File: src/rtl/cdc_event_throttle_pkg.sv
// cdc_pkg: shared state encoding and counter-width helper for the event throttle
package cdc_pkg;
  typedef enum logic [1:0] {IDLE, WAIT_RISE, WAIT_FALL} cdc_thr_state_e;
  function automatic int cnt_w(input int max);
    return $clog2(max + 1);
  endfunction
endpackage

File: src/rtl/cdc_event_throttle_if.sv
// cdc_event_throttle_if: event/handshake/status bundle between the throttle and its environment
interface cdc_event_throttle_if
  import cdc_pkg::*;
#(
  parameter int MAX_PENDING = 15
);
  localparam int CNT_W = cnt_w(MAX_PENDING);
  logic             event_i;
  logic             cdc_busy_i;
  logic             clear_err_i;
  logic             data_o;
  logic [CNT_W-1:0] pending_o;
  logic             idle_o;
  logic             overflow_o;
  logic             ack_err_o;
  modport slave (
    input  event_i, cdc_busy_i, clear_err_i,
    output data_o, pending_o, idle_o, overflow_o, ack_err_o
  );
  modport master (
    output event_i, cdc_busy_i, clear_err_i,
    input  data_o, pending_o, idle_o, overflow_o, ack_err_o
  );
endinterface

File: src/rtl/cdc_sat_counter.sv
// cdc_sat_counter: saturating up/down queue counter; an increment at full is dropped
module cdc_sat_counter
  import cdc_pkg::*;
#(
  parameter int MAX = 15,
  parameter int W   = cnt_w(MAX)
) (
  input  logic         clk_i,
  input  logic         rst_ni,
  input  logic         inc,
  input  logic         dec,
  output logic [W-1:0] cnt,
  output logic         full,
  output logic         empty,
  output logic         drop
);
  logic [W-1:0] cnt_q, cnt_d;
  assign full  = cnt_q == W'(MAX);
  assign empty = cnt_q == '0;
  assign drop  = inc && !dec && full;
  assign cnt   = cnt_q;
  // next count: simultaneous inc/dec cancel, saturate at MAX, never go below zero
  always_comb begin
    cnt_d = (inc && !dec && !full) ? cnt_q + W'(1) :
            (dec && !inc && !empty) ? cnt_q - W'(1) : cnt_q;
  end
  // counter register
  always_ff @(posedge clk_i) begin
    if (!rst_ni) cnt_q <= '0;
    else         cnt_q <= cnt_d;
  end
endmodule

File: src/rtl/cdc_event_throttle.sv
// cdc_event_throttle: queues event pulses and forwards each as one toggle per busy handshake
module cdc_event_throttle
  import cdc_pkg::*;
#(
  parameter int MAX_PENDING = 15,
  parameter int RISE_WAIT   = 4
) (
  input logic                 clk_i,
  input logic                 rst_ni,
  cdc_event_throttle_if.slave bus
);
  localparam int CNT_W = cnt_w(MAX_PENDING);
  localparam int TW    = RISE_WAIT > 1 ? $clog2(RISE_WAIT) : 1;
  cdc_thr_state_e state_q, state_d;
  logic [TW-1:0]  timer_q, timer_d;
  logic           data_q, data_d;
  logic           ovf_q, ovf_d;
  logic           err_q, err_d;
  logic           issue, err_set, full, empty, drop;
  logic [CNT_W-1:0] cnt;
  cdc_sat_counter #(.MAX(MAX_PENDING), .W(CNT_W)) u_cnt (
    .clk_i (clk_i),
    .rst_ni(rst_ni),
    .inc   (bus.event_i),
    .dec   (issue),
    .cnt   (cnt),
    .full  (full),
    .empty (empty),
    .drop  (drop)
  );
  // handshake FSM: toggle once, wait for busy to rise then fall; a missing rise is flagged, not retried
  always_comb begin
    state_d = state_q;
    timer_d = timer_q;
    data_d  = data_q;
    issue   = 1'b0;
    err_set = 1'b0;
    case (state_q)
      IDLE: if (!empty && !bus.cdc_busy_i) begin
        issue   = 1'b1;
        data_d  = ~data_q;
        timer_d = '0;
        state_d = WAIT_RISE;
      end
      WAIT_RISE: if (bus.cdc_busy_i) state_d = WAIT_FALL;
        else if (timer_q == TW'(RISE_WAIT - 1)) begin
          err_set = 1'b1;
          state_d = IDLE;
        end else timer_d = timer_q + TW'(1);
      WAIT_FALL: if (!bus.cdc_busy_i) state_d = IDLE;
      default: state_d = IDLE;
    endcase
    ovf_d = drop || (ovf_q && !bus.clear_err_i);
    err_d = err_set || (err_q && !bus.clear_err_i);
  end
  // state, timer, toggle line and sticky flags
  always_ff @(posedge clk_i) begin
    if (!rst_ni) begin
      state_q <= IDLE;
      timer_q <= '0;
      data_q  <= 1'b0;
      ovf_q   <= 1'b0;
      err_q   <= 1'b0;
    end else begin
      state_q <= state_d;
      timer_q <= timer_d;
      data_q  <= data_d;
      ovf_q   <= ovf_d;
      err_q   <= err_d;
    end
  end
  assign bus.data_o     = data_q;
  assign bus.pending_o  = cnt;
  assign bus.idle_o     = state_q == IDLE && empty;
  assign bus.overflow_o = ovf_q;
  assign bus.ack_err_o  = err_q;
endmodule
File: src/flat_wrapper.sv
// flat-port wrapper written by rule: the top's interface ports become plain ports
module cdc_event_throttle_flat import cdc_pkg::*;
#(
  parameter int MAX_PENDING = 15,
  parameter int RISE_WAIT   = 4
)
  (clk_i, rst_ni, bus_event_i, bus_cdc_busy_i, bus_clear_err_i, bus_data_o, bus_pending_o, bus_idle_o, bus_overflow_o, bus_ack_err_o);
  cdc_event_throttle_if #(.MAX_PENDING(MAX_PENDING)) bus_i ();
  input logic clk_i;
  input logic rst_ni;
  input wire logic [$bits(bus_i.event_i)-1:0] bus_event_i;
  input wire logic [$bits(bus_i.cdc_busy_i)-1:0] bus_cdc_busy_i;
  input wire logic [$bits(bus_i.clear_err_i)-1:0] bus_clear_err_i;
  output wire logic [$bits(bus_i.data_o)-1:0] bus_data_o;
  output wire logic [$bits(bus_i.pending_o)-1:0] bus_pending_o;
  output wire logic [$bits(bus_i.idle_o)-1:0] bus_idle_o;
  output wire logic [$bits(bus_i.overflow_o)-1:0] bus_overflow_o;
  output wire logic [$bits(bus_i.ack_err_o)-1:0] bus_ack_err_o;
  assign bus_i.event_i = bus_event_i;
  assign bus_i.cdc_busy_i = bus_cdc_busy_i;
  assign bus_i.clear_err_i = bus_clear_err_i;
  assign bus_data_o = bus_i.data_o;
  assign bus_pending_o = bus_i.pending_o;
  assign bus_idle_o = bus_i.idle_o;
  assign bus_overflow_o = bus_i.overflow_o;
  assign bus_ack_err_o = bus_i.ack_err_o;
  cdc_event_throttle #(.MAX_PENDING(MAX_PENDING), .RISE_WAIT(RISE_WAIT)) u_core (.clk_i(clk_i), .rst_ni(rst_ni), .bus(bus_i));
endmodule
File: config.mk
export PLATFORM = sky130hd
export DESIGN_NAME = cdc_event_throttle_flat
export DESIGN_NICKNAME = d
export VERILOG_FILES = /design/src/rtl/cdc_event_throttle_pkg.sv /design/src/rtl/cdc_event_throttle_if.sv /design/src/rtl/cdc_sat_counter.sv /design/src/rtl/cdc_event_throttle.sv /design/src/flat_wrapper.sv
export SDC_FILE = /design/constraint.sdc
export NUM_CORES = 1
export LEC_CHECK = 0
export ABC_AREA = 1
export CORE_UTILIZATION = 45
export CTS_BUF_LIST = sky130_fd_sc_hd__clkbuf_16
export CTS_CLUSTER_SIZE = 28
export DETAILED_ROUTE_END_ITERATION = 12
export PLACE_DENSITY = 0.72
export SYNTH_ARGS = -nofsm -noshare
export SYNTH_HDL_FRONTEND = slang
export SYNTH_SLANG_ARGS = --single-unit
File: constraint.sdc
create_clock -name clk_i -period 2.3 [get_ports clk_i]
set_clock_uncertainty 0.05 [all_clocks]
set_input_delay 0.575 -clock clk_i [delete_from_list [all_inputs] [get_ports clk_i]]
set_output_delay 0.575 -clock clk_i [all_outputs]
set_load 0.05 [all_outputs]
==> implementation parameters <==
Parameter                              Value

Yosys
  Post-synthesis cell area    609 sq um
  Most frequent cell after synthesis    nand2_1
  Main area contributors after synthesis    dfxtp_1 36%, a21oi_1 7.4%, nand3_1 7.4%
  Top FF cell, synth    dfxtp_1
  Share of the yosys chip area belonging to registers    0.361
  Cell types with the highest counts after synthesis    12 x nand2_1, 11 x dfxtp_1, 10 x nor2_1
  Number of warnings printed during yosys synthesis    0
  Unique cell type count in the Yosys netlist    19
  Synthesized Nets    87
  Yosys reg bits    11
  Cell type with the highest aggregate area in the netlist    dfxtp_1
  Count of flip-flops with a built-in enable after synthesis    0
  Synth Area per Inst    7.81 sq um
  Synth Instances    78
  Share of async-settable or async-resettable flops after synthesis    0
  Area share of the largest cell type after synthesis    0.361

Clock tree
  Insertion delay of the later-clocked pin in the worst-skew pair    0.24 ns
  Deepest level of the CTS H-tree    1
  Number of buffers inserted to repair setup after CTS    0
  Buffer levels on the longest clock path    2
  Clock tree from TritonCTS    yes
  Root buffer selected by CTS    clkbuf_16
  Clk slew on worst S/H paths    0.04 ns
  CTS sink count    11
  Total clock buffers created by CTS    3

Place
  Count of buffers from port buffering    12
  Pre-CTS setup slack    -0.0887 ns
  Placer Congestion    0.741
  Detailed placement HPWL    937 um

Detailed routing
  Antenna-violating nets left    0
  Count of TritonRoute iterations in the first routing pass    4
  Total DRC errors in the routed layout    0
  DRT iter0 DRCs    12
  Routed len/inst    11.8 um
  Detailed-route vias per instance    5.14
  Number of vias after detailed routing    586
  Wirelength, routed    1.35 mm

STA
  RSZ-0062 raised after global routing    false
  Number of pins with negative max-slew slack in the final report    0
  Minimum setup slack in the final design    0.119 ns
  Setup total negative slack    0 ns
  Post-layout min period    2.18 ns
  Final clock period utilization by the worst path    0.948
  Final setup viols    0
  Final Hold Slack    0.398 ns
  Peak clock frequency supported by timing    459 MHz
  Number of endpoints with negative hold slack in the final report    0
  Rel. slew slack    0.673
  Worst Tran Pin Value    0.490 ns

Cells and area
  Layout cells sized above 1    0.200
  Finished Core Util    0.743
  Final-stage net count    110
  Area growth, synth to finish    44.6%
  Antenna cells    0

Global routing
  Tot GR Track Use    0.226
  Antenna violations before repair    0
  Largest net degree at the start of global routing    9
  Number of global-route vias before repair    541
  Global route total overflow    0
  First-pass GRT wire length    2.22 mm

Floorplan
  Overall die area    1510 sq um
  Core area    1190 sq um
  Die W    38.8 um
  Number of placement rows    12
  Die Height    38.8 um
  Top-level I/O count    13
  Effective utilization at floorplan    0.514

Critical path
  Required arrival time at the worst endpoint    1.67 ns
  Critical path startpoint    u_core.u_cnt.cnt[0]
  Flop-to-flop setup slack    0.46 ns
  Setup crit end kind    output port
  Worst reg2reg path endpoint    u_core.u_cnt.cnt[3]
  Delay of the slowest critical-path stage    0.85 ns
  Kind of cell with the highest combined delay on the critical path    buffers and inverters
  Worst-path cell chain    clkdlybuf4s50_1
  Slowest cell on the critical path    clkdlybuf4s50_1
  Reg2reg path depth    9
  End point of the critical path    bus_pending_o[0]
  Critical R2R Launch    u_core.u_cnt.cnt[0]
  Crit. path cell count    1
  Sort of element at the start of the critical path    flop
  Data arrival time of the critical path    1.56 ns
  Peak fanout along the critical path    7
  Critical path class    flop to output port
  Buffers & Inverters on Critical Path    1

Job
  Max-cap violations    0

Power and ir drop
  Leakage dissipation    0.389 nW
  Cell Pwr Density    1610 nW/um^2
  Peak supply drop    1220 uV

Min path
  Worst hold path type    flop to flop

Outcome
  Result of the run    finished, final reports clean
==> registers in the layout, indices dropped and copies added (netlist names) <==
| register | cells |
|---|---|
| u_core.bus.ack_err_o | 1 |
| u_core.bus.data_o | 1 |
| u_core.bus.overflow_o | 1 |
| u_core.state_q | 2 |
| u_core.timer_q | 2 |
| u_core.u_cnt.cnt | 4 |
==> layout by cell type (no fill, tap or decap), types with 2 or more instances in the layout <==
master,n
ha_1,2
nand2_4,2
nand2_1,12
inv_1,7
inv_2,2
nor2_1,10
clkdlybuf4s50_1,11
nand2_2,2
clkbuf_16,3
nand3_1,9
a21oi_1,9
dfxtp_1,11
nand4_1,3
buf_4,7
nand3b_1,2
==> where the power goes <==
| part | internal, W | switching [W] |
|---|---|---|
| clock | 0.000228 | 0.0000888 |
| sequential | 0.000243 | 0.0000698 |
| combinational | 0.000302 | 0.000485 |
| total | 0.000774 | 0.000644 |
==> layout make-up <==
cell class                 instances  area, sq um
inverter                           8         30.0
sequential                        11          220
fill                              95          305
clock buffer                       3         75.1
clock inverter                     1         3.75
tap                               14         17.5
multi-input combinational         59          372
timing repair buffer              18          163
==> cell families after synthesis <==
| kind of cell | after synthesis | synth area share |
|---|---|---|
| AOI/OAI and AO/OA | 10 | 0.0862 |
| xor gates and xnor gates | 2 | 0.0288 |
| adders and majority gates | 4 | 0.0945 |
| buffers and inverters | 8 | 0.0493 |
| DFF | 11 | 0.361 |
| and+or+nand+nor | 43 | 0.380 |
==> metal layers <==
layer | wire, um | part of all wire | vias up | track usage
met5 | 0 | 0 | - | 0
met4 | 28 | 0.021 | 0 | 0.103
met3 | 57 | 0.042 | 4 | 0.0867
met2 | 595 | 0.44 | 14 | 0.358
li1 | - | - | 306 | -
met1 | 663 | 0.49 | 262 | 0.264
==> through the flow <==
stage,total power (W),area [sq um],std cells
4_1_cts,0.00140,868,114
2_1_floorplan,0.000849,609,78
3_3_place_gp,0.00106,790,110
3_5_place_dp,0.00107,790,110
6_report,0.00142,881,114
5_1_grt,0.00152,881,114
==> worst min path at each step <==
| stage | from | depth (start not counted) | slack [ns] | end |
|---|---|---|---|---|
| 2_1_floorplan | u_core.state_q[0] | 1 | 0.37 | u_core.state_q[1] |
| 3_3_place_gp | u_core.state_q[0] | 1 | 0.38 | u_core.state_q[1] |
| 3_5_place_dp | u_core.state_q[0] | 1 | 0.39 | u_core.state_q[1] |
| 4_1_cts | u_core.state_q[0] | 1 | 0.40 | u_core.state_q[1] |
| 5_1_grt | u_core.bus.ack_err_o | 2 | 0.43 | u_core.bus.ack_err_o |
| 6_report | u_core.state_q[0] | 1 | 0.40 | u_core.state_q[1] |
==> what timing repair did <==
item | CTS | global route
hold buffers | 0 | 0
resized for setup | 0 | 1
setup endpoints to repair | 0 | 1
hold endpoints to repair | 0 | 0
Note: power is estimated with default switching activity, not from simulation.
